==> config.mk <==
export PLATFORM = sky130hd
export DESIGN_NAME = lif_timestep_scheduler_flat
export DESIGN_NICKNAME = d
export VERILOG_FILES = /design/src/rtl/lif_timestep_scheduler_if.sv /design/src/rtl/lif_timestep_scheduler.sv /design/src/flat_wrapper.sv
export SDC_FILE = /design/constraint.sdc
export NUM_CORES = 1
export LEC_CHECK = 0
export CORE_UTILIZATION = 35
export DETAILED_ROUTE_END_ITERATION = 8
export PLACE_DENSITY_LB_ADDON = 0.15
export SETUP_SLACK_MARGIN = 0.4
export SLEW_MARGIN = 0
export SYNTH_ARGS = -nofsm -noshare
export SYNTH_HDL_FRONTEND = slang
export SYNTH_SLANG_ARGS = --single-unit
==> constraint.sdc <==
create_clock -name clk -period 7.3 [get_ports clk]
set_input_delay 1.095 -clock clk [delete_from_list [all_inputs] [get_ports clk]]
set_output_delay 1.095 -clock clk [all_outputs]
set_load 0.005 [all_outputs]
==> src/rtl/lif_timestep_scheduler_if.sv <==
// ---------------------------------------------------------------------------
// lif_timestep_scheduler_if
//   Handshake bundle for the LIF timestep scheduler.
//   Input channel : in_valid / in_idx / in_cur  -> in_ready
//   Spike channel : sp_valid / sp_idx           -> sp_ready
//   master : the environment side (drives input events, accepts spikes)
//   slave  : the scheduler side
// ---------------------------------------------------------------------------
interface lif_timestep_scheduler_if #(
    parameter int IDX_W = 4,
    parameter int I_W   = 8
);
    logic             in_valid;
    logic [IDX_W-1:0] in_idx;
    logic [I_W-1:0]   in_cur;
    logic             in_ready;

    logic             sp_valid;
    logic [IDX_W-1:0] sp_idx;
    logic             sp_ready;

    modport master (
        output in_valid, in_idx, in_cur, sp_ready,
        input  in_ready, sp_valid, sp_idx
    );

    modport slave (
        input  in_valid, in_idx, in_cur, sp_ready,
        output in_ready, sp_valid, sp_idx
    );
endinterface

==> src/rtl/lif_timestep_scheduler.sv <==
// ---------------------------------------------------------------------------
// lif_timestep_scheduler
//   Shares one leaky-integrate-and-fire update datapath across N_NEURONS
//   neurons. Input currents accumulate into a double-buffered per-neuron
//   accumulator; each accepted tick sweeps all neurons one per cycle
//   (leak, integrate, threshold, reset, refractory) and emits spikes on a
//   valid/ready channel.
//
// Ports:
//   clk, reset   clock, synchronous active-high reset
//   tick         timestep start request (accepted only when idle)
//   bus          slave side of lif_timestep_scheduler_if
//                (input current events in, spike events out)
//   busy         high whenever a sweep is in progress (state != IDLE)
//   done         one-cycle pulse at the end of a sweep
//   tick_missed  sticky flag: a tick arrived while busy; cleared by reset
// ---------------------------------------------------------------------------
module lif_timestep_scheduler #(
    parameter int N_NEURONS  = 16,
    parameter int IDX_W      = 4,
    parameter int V_W        = 8,
    parameter int I_W        = 8,
    parameter int ACC_W      = 10,
    parameter int LEAK_SHIFT = 3,
    parameter int V_TH       = 20,
    parameter int V_RESET    = 0,
    parameter int T_REF      = 2,
    parameter int REF_W      = 2
) (
    input  logic                           clk,
    input  logic                           reset,
    input  logic                           tick,
    lif_timestep_scheduler_if.slave        bus,
    output logic                           busy,
    output logic                           done,
    output logic                           tick_missed
);

    localparam logic [1:0] S_IDLE   = 2'd0;
    localparam logic [1:0] S_UPDATE = 2'd1;
    localparam logic [1:0] S_SPIKE  = 2'd2;
    localparam logic [1:0] S_DONE   = 2'd3;

    // Wide enough that v - leak + acc can never wrap before saturation.
    localparam int SUM_W = V_W + ACC_W + 1;

    localparam logic [IDX_W-1:0] LAST_IDX  = IDX_W'(N_NEURONS - 1);
    localparam logic [V_W-1:0]   V_TH_L    = V_W'(V_TH);
    localparam logic [V_W-1:0]   V_RESET_L = V_W'(V_RESET);
    localparam logic [REF_W-1:0] T_REF_L   = REF_W'(T_REF);

    logic [1:0]                            state_q, state_d;
    logic [IDX_W-1:0]                      idx_q, idx_d;
    logic                                  wbank_q, wbank_d;
    logic                                  tick_missed_q, tick_missed_d;
    logic [N_NEURONS-1:0][V_W-1:0]         v_q, v_d;
    logic [N_NEURONS-1:0][REF_W-1:0]       ref_q, ref_d;
    logic [1:0][N_NEURONS-1:0][ACC_W-1:0]  acc_q, acc_d;

    logic              rbank;
    logic [V_W-1:0]    v_cur;
    logic [ACC_W-1:0]  acc_cur;
    logic [REF_W-1:0]  ref_cur;
    logic [SUM_W-1:0]  v_ext;
    logic [V_W-1:0]    v_sat;
    logic [ACC_W:0]    acc_sum;
    logic              in_fire;
    logic              is_last;
    logic              fires;

    // The sweep reads the bank that was being written before the tick;
    // new inputs keep landing in wbank, so the two never collide.
    assign rbank   = ~wbank_q;
    assign v_cur   = v_q[idx_q];
    assign acc_cur = acc_q[rbank][idx_q];
    assign ref_cur = ref_q[idx_q];

    assign v_ext   = SUM_W'(v_cur) - SUM_W'(v_cur >> LEAK_SHIFT) + SUM_W'(acc_cur);
    assign v_sat   = (|v_ext[SUM_W-1:V_W]) ? '1 : v_ext[V_W-1:0];
    assign fires   = (ref_cur == '0) && (v_sat >= V_TH_L);

    assign in_fire = bus.in_valid & bus.in_ready;
    assign acc_sum = {1'b0, acc_q[wbank_q][bus.in_idx]} + (ACC_W+1)'(bus.in_cur);
    assign is_last = (idx_q == LAST_IDX);

    always_comb begin
        state_d       = state_q;
        idx_d         = idx_q;
        wbank_d       = wbank_q;
        tick_missed_d = tick_missed_q | (tick & (state_q != S_IDLE));
        v_d           = v_q;
        ref_d         = ref_q;
        acc_d         = acc_q;

        // Uses the pre-toggle wbank, so an event in the tick cycle joins this sweep.
        if (in_fire) begin
            acc_d[wbank_q][bus.in_idx] = acc_sum[ACC_W] ? '1 : acc_sum[ACC_W-1:0];
        end

        case (state_q)
            S_IDLE: begin
                if (tick) begin
                    wbank_d = ~wbank_q;
                    idx_d   = '0;
                    state_d = S_UPDATE;
                end
            end
            S_UPDATE: begin
                acc_d[rbank][idx_q] = '0;
                if (ref_cur != '0) begin
                    ref_d[idx_q] = ref_cur - REF_W'(1);
                    v_d[idx_q]   = V_RESET_L;
                end else if (fires) begin
                    ref_d[idx_q] = T_REF_L;
                    v_d[idx_q]   = V_RESET_L;
                end else begin
                    v_d[idx_q]   = v_sat;
                end

                // A spiking neuron parks idx here; SPIKE advances it.
                if (fires)        state_d = S_SPIKE;
                else if (is_last) state_d = S_DONE;
                else              idx_d   = idx_q + IDX_W'(1);
            end
            S_SPIKE: begin
                if (bus.sp_ready) begin
                    if (is_last) begin
                        state_d = S_DONE;
                    end else begin
                        idx_d   = idx_q + IDX_W'(1);
                        state_d = S_UPDATE;
                    end
                end
            end
            S_DONE:  state_d = S_IDLE;
            default: state_d = S_IDLE;
        endcase
    end

    always_ff @(posedge clk) begin
        if (reset) begin
            state_q       <= S_IDLE;
            idx_q         <= '0;
            wbank_q       <= 1'b0;
            tick_missed_q <= 1'b0;
            v_q           <= {N_NEURONS{V_RESET_L}};
            ref_q         <= '0;
            acc_q         <= '0;
        end else begin
            state_q       <= state_d;
            idx_q         <= idx_d;
            wbank_q       <= wbank_d;
            tick_missed_q <= tick_missed_d;
            v_q           <= v_d;
            ref_q         <= ref_d;
            acc_q         <= acc_d;
        end
    end

    assign busy         = (state_q != S_IDLE);
    assign done         = (state_q == S_DONE);
    assign tick_missed  = tick_missed_q;
    assign bus.sp_valid = (state_q == S_SPIKE);
    assign bus.sp_idx   = idx_q;     // idx is frozen while in SPIKE
    assign bus.in_ready = ~reset;

endmodule
==> src/flat_wrapper.sv <==
// flat-port wrapper written by rule: the top's interface ports become plain ports
module lif_timestep_scheduler_flat 
#(
    parameter int N_NEURONS  = 16,
    parameter int IDX_W      = 4,
    parameter int V_W        = 8,
    parameter int I_W        = 8,
    parameter int ACC_W      = 10,
    parameter int LEAK_SHIFT = 3,
    parameter int V_TH       = 20,
    parameter int V_RESET    = 0,
    parameter int T_REF      = 2,
    parameter int REF_W      = 2
)
  (clk, reset, tick, busy, done, tick_missed, bus_in_valid, bus_in_idx, bus_in_cur, bus_sp_ready, bus_in_ready, bus_sp_valid, bus_sp_idx);
  lif_timestep_scheduler_if #(.IDX_W(IDX_W), .I_W(I_W)) bus_i ();
  input  logic clk;
  input  logic reset;
  input  logic tick;
  output logic busy;
  output logic done;
  output logic tick_missed;
  input wire logic [$bits(bus_i.in_valid)-1:0] bus_in_valid;
  input wire logic [$bits(bus_i.in_idx)-1:0] bus_in_idx;
  input wire logic [$bits(bus_i.in_cur)-1:0] bus_in_cur;
  input wire logic [$bits(bus_i.sp_ready)-1:0] bus_sp_ready;
  output wire logic [$bits(bus_i.in_ready)-1:0] bus_in_ready;
  output wire logic [$bits(bus_i.sp_valid)-1:0] bus_sp_valid;
  output wire logic [$bits(bus_i.sp_idx)-1:0] bus_sp_idx;
  assign bus_i.in_valid = bus_in_valid;
  assign bus_i.in_idx = bus_in_idx;
  assign bus_i.in_cur = bus_in_cur;
  assign bus_i.sp_ready = bus_sp_ready;
  assign bus_in_ready = bus_i.in_ready;
  assign bus_sp_valid = bus_i.sp_valid;
  assign bus_sp_idx = bus_i.sp_idx;
  lif_timestep_scheduler #(.N_NEURONS(N_NEURONS), .IDX_W(IDX_W), .V_W(V_W), .I_W(I_W), .ACC_W(ACC_W), .LEAK_SHIFT(LEAK_SHIFT), .V_TH(V_TH), .V_RESET(V_RESET), .T_REF(T_REF), .REF_W(REF_W)) u_core (.clk(clk), .reset(reset), .tick(tick), .bus(bus_i), .busy(busy), .done(done), .tick_missed(tick_missed));
endmodule
# ---- Word-level counts from Yosys, hierarchy flattened
# Cells that the tools add are included.
dict set report word_totals {
  word_cells 164
  inputBits 17
  out_inout_bits 9
  ff_bits 488
}
dict set report op_classes {
  bitwise_logic 12
  n_eq_ne 8
  n_addsub 5
  muxes 46
  reduce_logical 16
  n_lt_le_gt_ge 9
}
# op count
set op_table {}
lappend op_table {{160-bit 2-to-1 mux} 6}
lappend op_table {{320-bit 2-to-1 mux} 2}
lappend op_table {{320-bit AND} 1}
lappend op_table {{320-bit bitwise mux} 1}
lappend op_table {{160-bit demux with 1-bit select} 2}
lappend op_table {{320-bit inverter} 1}
lappend op_table {{128-bit 2-to-1 mux} 2}
lappend op_table {{128-bit AND} 1}
lappend op_table {{128-bit bitwise mux} 1}
lappend op_table {{128-bit inverter} 1}
lappend op_table {{10-bit binary-select mux with 4-bit select} 2}
lappend op_table {{10-bit demux with 4-bit select} 2}
lappend op_table {{32-bit 2-to-1 mux} 2}
lappend op_table {{10-bit 2-to-1 mux} 5}
lappend op_table {{8-bit binary-select mux with 4-bit select} 1}
lappend op_table {{32-bit bitwise mux} 1}
lappend op_table {{8-bit demux with 4-bit select} 1}
lappend op_table {{8-bit 2-to-1 mux} 3}
lappend op_table {{19-bit by 10-bit adder with 19-bit output} 1}
lappend op_table {{16-bit AND} 1}
lappend op_table {{4-bit 2-to-1 mux} 4}
lappend op_table {{16-bit inverter} 1}
lappend op_table {{16-bit bitwise OR} 1}
lappend op_table {{2-bit 2-to-1 mux} 7}
lappend op_table {{29 further kinds} 46}

# ---- Depth between registers and ports, before layout
# Gate-level depths: netlist of run 1.
dict set report logic_depth {
  ltp_word 12
  depth_mapped 28
  mapped_depth_nobuf 21
}

# ---- Worst setup path before layout of run 1
# No wires, ideal clock.
dict set report synth_path {
  path_type {register -> register}
  start {register u_core.idx_q[0] (netlist: u_core.bus.sp_idx[0])}
  end {register u_core.v_q[105] (netlist bit)}
  path_buffers 7
  required_time_ps 7232
  stages_incl_launch_ff 27
  setup_ps 68
  t_arrival_ps 6329
  path_slack_ps 903
  period_less_slack_ps 6397
  cell_sequence {dfxtp_1 > buf_6 > buf_12 > buf_2 > buf_2 > buf_2 > buf_2 > mux4_2 > mux4_2 > ha_1 > fa_1 > nor2b_1 > o21ai_0 > a21boi_0 > nor2_1 > nand2_1 > xor2_1 > ha_1 > o21ai_0 > a31oi_1 > or2_2 > mux2_2 > nor3_4 > o211ai_4 > or3_4 > buf_6 > o21ai_2}
}
dict set report synth_between {
  elab_chain_len 10
  elab_cells_between_ends 24
  cone_classes {2 x add/sub; 3 x order compare; 12 x mux; 2 x bitwise; 5 x reduce/logical}
}
# element line
set synth_rtl {}
lappend synth_rtl {{start, declared} lif_timestep_scheduler.sv:53} ;# logic [IDX_W-1:0] idx_q, idx_d;
lappend synth_rtl {{start signal, assigned} lif_timestep_scheduler.sv:151} ;# idx_q <= idx_d;
lappend synth_rtl {{8-bit binary-select mux with 4-bit select} lif_timestep_scheduler.sv:74} ;# assign v_cur = v_q[idx_q];
lappend synth_rtl {{8-bit 2-to-1 mux (not written as such)} lif_timestep_scheduler.sv:74}
lappend synth_rtl {{8-bit by 5-bit subtractor with 9-bit output} lif_timestep_scheduler.sv:78} ;# assign v_ext = SUM_W'(v_cur) - SUM_W'(v_cur >> LEAK_SHIFT) + SUM_W'(acc_cur);
lappend synth_rtl {{19-bit by 10-bit adder with 19-bit output} lif_timestep_scheduler.sv:78}
lappend synth_rtl {{11-bit OR reduction} lif_timestep_scheduler.sv:79} ;# assign v_sat = (|v_ext[SUM_W-1:V_W]) ? '1 : v_ext[V_W-1:0];
lappend synth_rtl {{8-bit 2-to-1 mux} lif_timestep_scheduler.sv:79}
lappend synth_rtl {{8-bit by 5-bit greater-or-equal comparator with 1-bit output} lif_timestep_scheduler.sv:80} ;# assign fires = (ref_cur == '0) && (v_sat >= V_TH_L);
lappend synth_rtl {{1-bit logical AND} lif_timestep_scheduler.sv:80}
lappend synth_rtl {{128-bit 2-to-1 mux} lif_timestep_scheduler.sv:113} ;# end else if (fires) begin
lappend synth_rtl {{128-bit 2-to-1 mux *} lif_timestep_scheduler.sv:110} ;# if (ref_cur != '0) begin
lappend synth_rtl {{end signal, assigned} lif_timestep_scheduler.sv:146} ;# v_q <= {N_NEURONS{V_RESET_L}};
lappend synth_rtl {{end signal, assigned} lif_timestep_scheduler.sv:154} ;# v_q <= v_d;
lappend synth_rtl {{end, declared} lif_timestep_scheduler.sv:56} ;# logic [N_NEURONS-1:0][V_W-1:0] v_q, v_d;
# Every way passes the cells marked *; elsewhere a longest branch is shown, timed or not. The select of a mux whose other input is x is not followed.
# A chain may end at the register's enable or synchronous reset.

# ---- Worst setup path after layout of run 1
dict set report layout_path {
  start {register u_core.idx_q[1] (netlist: u_core.bus.sp_idx[1])}
  end {register u_core.v_q[32] (netlist bit)}
}
# Same word-level chain as after synthesis.

==> metrics.md, run 1 <==
| Metric | Value |
|---|---|
| Hold bufs inserted after CTS | 0 |
| Worst slack, placed | 0.720 ns |
| Slowest-stage cell, CP | dfxtp_4 |
| Post-DP Area | 25700 um2 |
| Design area | 27600 um2 |
| Syn-to-layout area delta | 13.0% |
| Critical path startpoint category | flop |
| Worst setup margin | 1.02 ns |
| Crit-path max FO | 45 |
| DR vias/cell | 6.02 |
| Row count | 96 |
| CP endpoint kind | flop |
| Mapped Cells | 2439 |
| Die width | 266 um |
| Maximum clock rate | 159 MHz |
| FF-to-FF setup slack | 1.02 ns |
| Post-Synth XOR/XNOR Area | 0.00538 |
| Top_reg_cell synth | dfxtp_1 |
| Syn Area/Cell | 10.0 um2 |
| Root buf cell | clkbuf_16 |
| Fraction of layout cells with a size suffix above 1 | 0.197 |
| Total chip power | 7.05 mW |
| Busiest grt layer | met2 |
| Crit Path Category | flop to flop |
| Max incr delay on CP | 0.80 ns |
| Global routing usage on met1 | 0.347 |
| Largest family of logic cells by synthesized area | multiplexers |
| Met3 GRT Util | 0.0314 |
| Post-layout util | 0.401 |
| Worst endpoint data arrival time | 6.85 ns |
| Post-Synth Simple-Gate Area | 0.136 |
| Initial Util | 0.355 |
| Worst Hold Class | flop to flop |
| Global-route wire length before repair | 129000 um |
| Largest net degree at the start of global routing | 82 |
| Worst-margin pin slew | 1.38 ns |
| Vias in the first global route | 19.2k |
| DRC Markers | 0 |
| CP cell instances | mux4_2, mux4_2, ha_1, fa_1, nor2b_1, o21ai_0, a21boi_0, nor2_1, ha_1, and3_1, a21oi_1, nand3b_1, xor2_1, a2111oi_0, o31a_1, o21a_2, nand4_2, o21ai_0 |
| Asr flop ratio synth | 0 |
| Total GRT Usage | 0.241 |
| Max Cap Viol | 0 |
| VDD IR-drop max | 0.179 mV |
| Min Tclk post-route | 6.28 ns |
| Initial antenna violation count | 0 |
| Clk_skew | 0.0875 ns |
| Cts bufs inserted | 56 |
| Clock Latency Late Sink | 0.66 ns |
| Nets@finish | 2435 |
| Iteration-0 DRC Markers | 1890 |
| Clock Pin Slew Worst Setup and Hold Paths | 0.06 ns |
| Filler Cell Count | 6675 |
| I/O pin count | 26 |
| Cell variety after synth | 66 |
| Max-slew violations | 0 |
| Multi-input logic area | 13600 um2 |
| Seq cells post-synth | 488 |
| Final hold vios | 0 |
| Post-synth EDFFs | 0 |
| Clk buf depth | 3 |
| Vias | 20.2k |
| Sequential cell area fraction in the yosys report | 0.400 |
| WL final | 86300 um |
| Rel. slew slack | 0.0769 |
| Die Ht | 266 um |
| Port Buffer Count | 25 |
| Net Count, Synth | 2490 |
| Top-area cell type share of the netlist area | 0.400 |
| CTS tree | yes |
| Sequential cell area | 9780 um2 |
| Core area | 68800 um2 |
| Full die area | 70900 um2 |
| Placed wire-length estimate | 55800 um |
| DR pass1 iterations | 5 |
| Setup-failing EPs final | 0 |
| Compound-Gate Fraction of Synth Area | 0.179 |
| Routed Antenna Nets | 0 |
| Pwr/cell area | 255 nW/um2 |
| Synthesized area | 24400 um2 |
| WP buf/inv | 0 |
| Total congestion overflow | 0 |
| Status | finished, final reports clean |
| Syn. warnings | 0 |
| Avg WL per Cell | 25.7 um |
| Synth top area cells | dfxtp_1 (40%), mux4_2 (19%), a211oi_1 (8.2%) |
| Final Cycle Share | 0.860 |
| Leading area contributor after synthesis | dfxtp_1 |
| Unrepaired setup endpoints after global routing | no |
| Synth Area in Adders | 0.0183 |
| Worst endpoint required time | 7.87 ns |
| Setup TNS | 0 ns |
| RD Place Congestion | 0.890 |
| H-tree levels | 2 |
| Crit-path leading delay family | compound AO/OA/AOI/OAI gates |
| Leak Pwr | 9.02 nW |
| Clock Sinks | 488 |
| M2 GR Usage | 0.373 |
| Post-synthesis mux area share | 0.218 |
==> synthesized netlist by cell type (all sizes together), types with 5 or more instances <==
| cell | n |
|---|---|
| o21a | 6 |
| o32ai | 6 |
| nand4 | 6 |
| dfxtp | 488 |
| o22ai | 18 |
| or2 | 14 |
| nand2b | 8 |
| nor2 | 332 |
| nand2 | 96 |
| a211oi | 266 |
| nand3 | 189 |
| inv | 36 |
| clkbuf | 151 |
| buf | 69 |
| a31o | 12 |
| and2 | 15 |
| o31ai | 6 |
| xnor2 | 5 |
| a31oi | 9 |
| mux2i | 55 |
| xor2 | 10 |
| mux4 | 210 |
| a21oi | 77 |
| nor2b | 9 |
| and3 | 49 |
| a32o | 20 |
| ha | 31 |
| o21ai | 195 |
==> repair_timing <==
action / CTS / global route
gates resized for setup: 0 / 1
endpoints found under the hold margin: 0 / 0
buffers inserted: 0 / 1
endpoints found under the setup margin: 0 / 35
==> area by class of cell <==
| cell class | instances | area share |
|---|---|---|
| Antenna cell | 1 | 0.0000907 |
| Sequential cell | 488 | 0.354 |
| Inverter | 36 | 0.00499 |
| Clock buffer | 81 | 0.0585 |
| Timing Repair Buffer | 107 | 0.0344 |
| Multi-Input combinational cell | 1695 | 0.495 |
| Clock inverter | 17 | 0.0109 |
| Tap cell | 931 | 0.0422 |
==> worst paths after layout <==
path                                            from        endpoint  depth (start not counted)
worst max-delay path            u_core.bus.sp_idx[1]  u_core.v_q[32]                         18
worst min-delay path                  u_core.v_q[22]  u_core.v_q[22]                          1
worst max register to register  u_core.bus.sp_idx[1]  u_core.v_q[32]                         18
worst min register to register        u_core.v_q[22]  u_core.v_q[22]                          1
==> placed cells by master (no fill, tap or decap), drive strengths merged, types with 8 or more instances in the layout <==
master | Yosys | layout
clkdlybuf4s50 | 0 | 23
nand3 | 189 | 189
or2 | 14 | 14
nand2 | 96 | 96
a32o | 20 | 20
a31oi | 9 | 9
buf | 69 | 84
and2 | 15 | 15
xor2 | 10 | 10
and3 | 49 | 49
a31o | 12 | 12
mux4 | 210 | 210
nor2b | 9 | 9
ha | 31 | 31
o22ai | 18 | 18
a211oi | 266 | 266
o21ai | 195 | 195
nor2 | 332 | 332
mux2i | 55 | 55
inv | 36 | 39
clkbuf | 151 | 81
dfxtp | 488 | 488
nand2b | 8 | 8
a21oi | 77 | 77
==> state kept, by name, indices dropped and copies added (netlist names) <==
name,count
u_core.acc_q,320
u_core.bus.sp_idx,4
u_core.ref_q,32
u_core.state_q,2
u_core.tick_missed,1
u_core.v_q,128
u_core.wbank_q,1
==> worst register-to-register path, delay by kind of cell, from the launching register on <==
kind | cells | cell delay [ns]
AOI/OAI and AO/OA | 7 | 2.16
adders and majority gates | 3 | 1.08
muxes | 2 | 1.01
and+or+nand+nor | 5 | 0.98
DFF | 1 | 0.80
xor gates and xnor gates | 1 | 0.16
==> cell families after synthesis <==
| family | after synthesis |
|---|---|
| mux | 268 |
| xor+xnor | 15 |
| compound gates | 646 |
| flops | 488 |
| simple gates | 732 |
| buf+inv | 256 |
| fa+ha+maj | 34 |
==> stage by stage <==
step                hold slack [ns]  instances
floorplan                     0.424       2439
global placement              0.437       3256
detailed placement            0.445       3256
CTS                           0.461       3354
global route                  0.476       3355
finish                        0.460       3356
==> layer usage <==
| layer | up-vias | part of all wire |
|---|---|---|
| li1 | 9112 | - |
| met1 | 10100 | 0.45 |
| met2 | 861 | 0.45 |
| met3 | 141 | 0.074 |
| met4 | 0 | 0.029 |
| met5 | - | 0 |
==> power breakdown <==
part | internal, mW | total (mW) | switching, mW
registers | 2.70 | 2.77 | 0.0725
logic | 0.470 | 1.32 | 0.848
clock network | 1.75 | 2.96 | 1.21
total | 4.92 | 7.05 | 2.13
(Power assumes the default switching activity.)
==> inputs of run 2 (changes only) <==
Settings changed: CAP_MARGIN from default to 0.
==> results of run 2 <==
Final layout, timing and power as in run 1 (identical DEF).
==> inputs of run 3 (changes only) <==
Settings changed: HOLD_SLACK_MARGIN from default to 0.12, SLEW_MARGIN 0 to default.
==> results of run 3 <==
Final layout, timing and power as in run 1 (identical DEF).
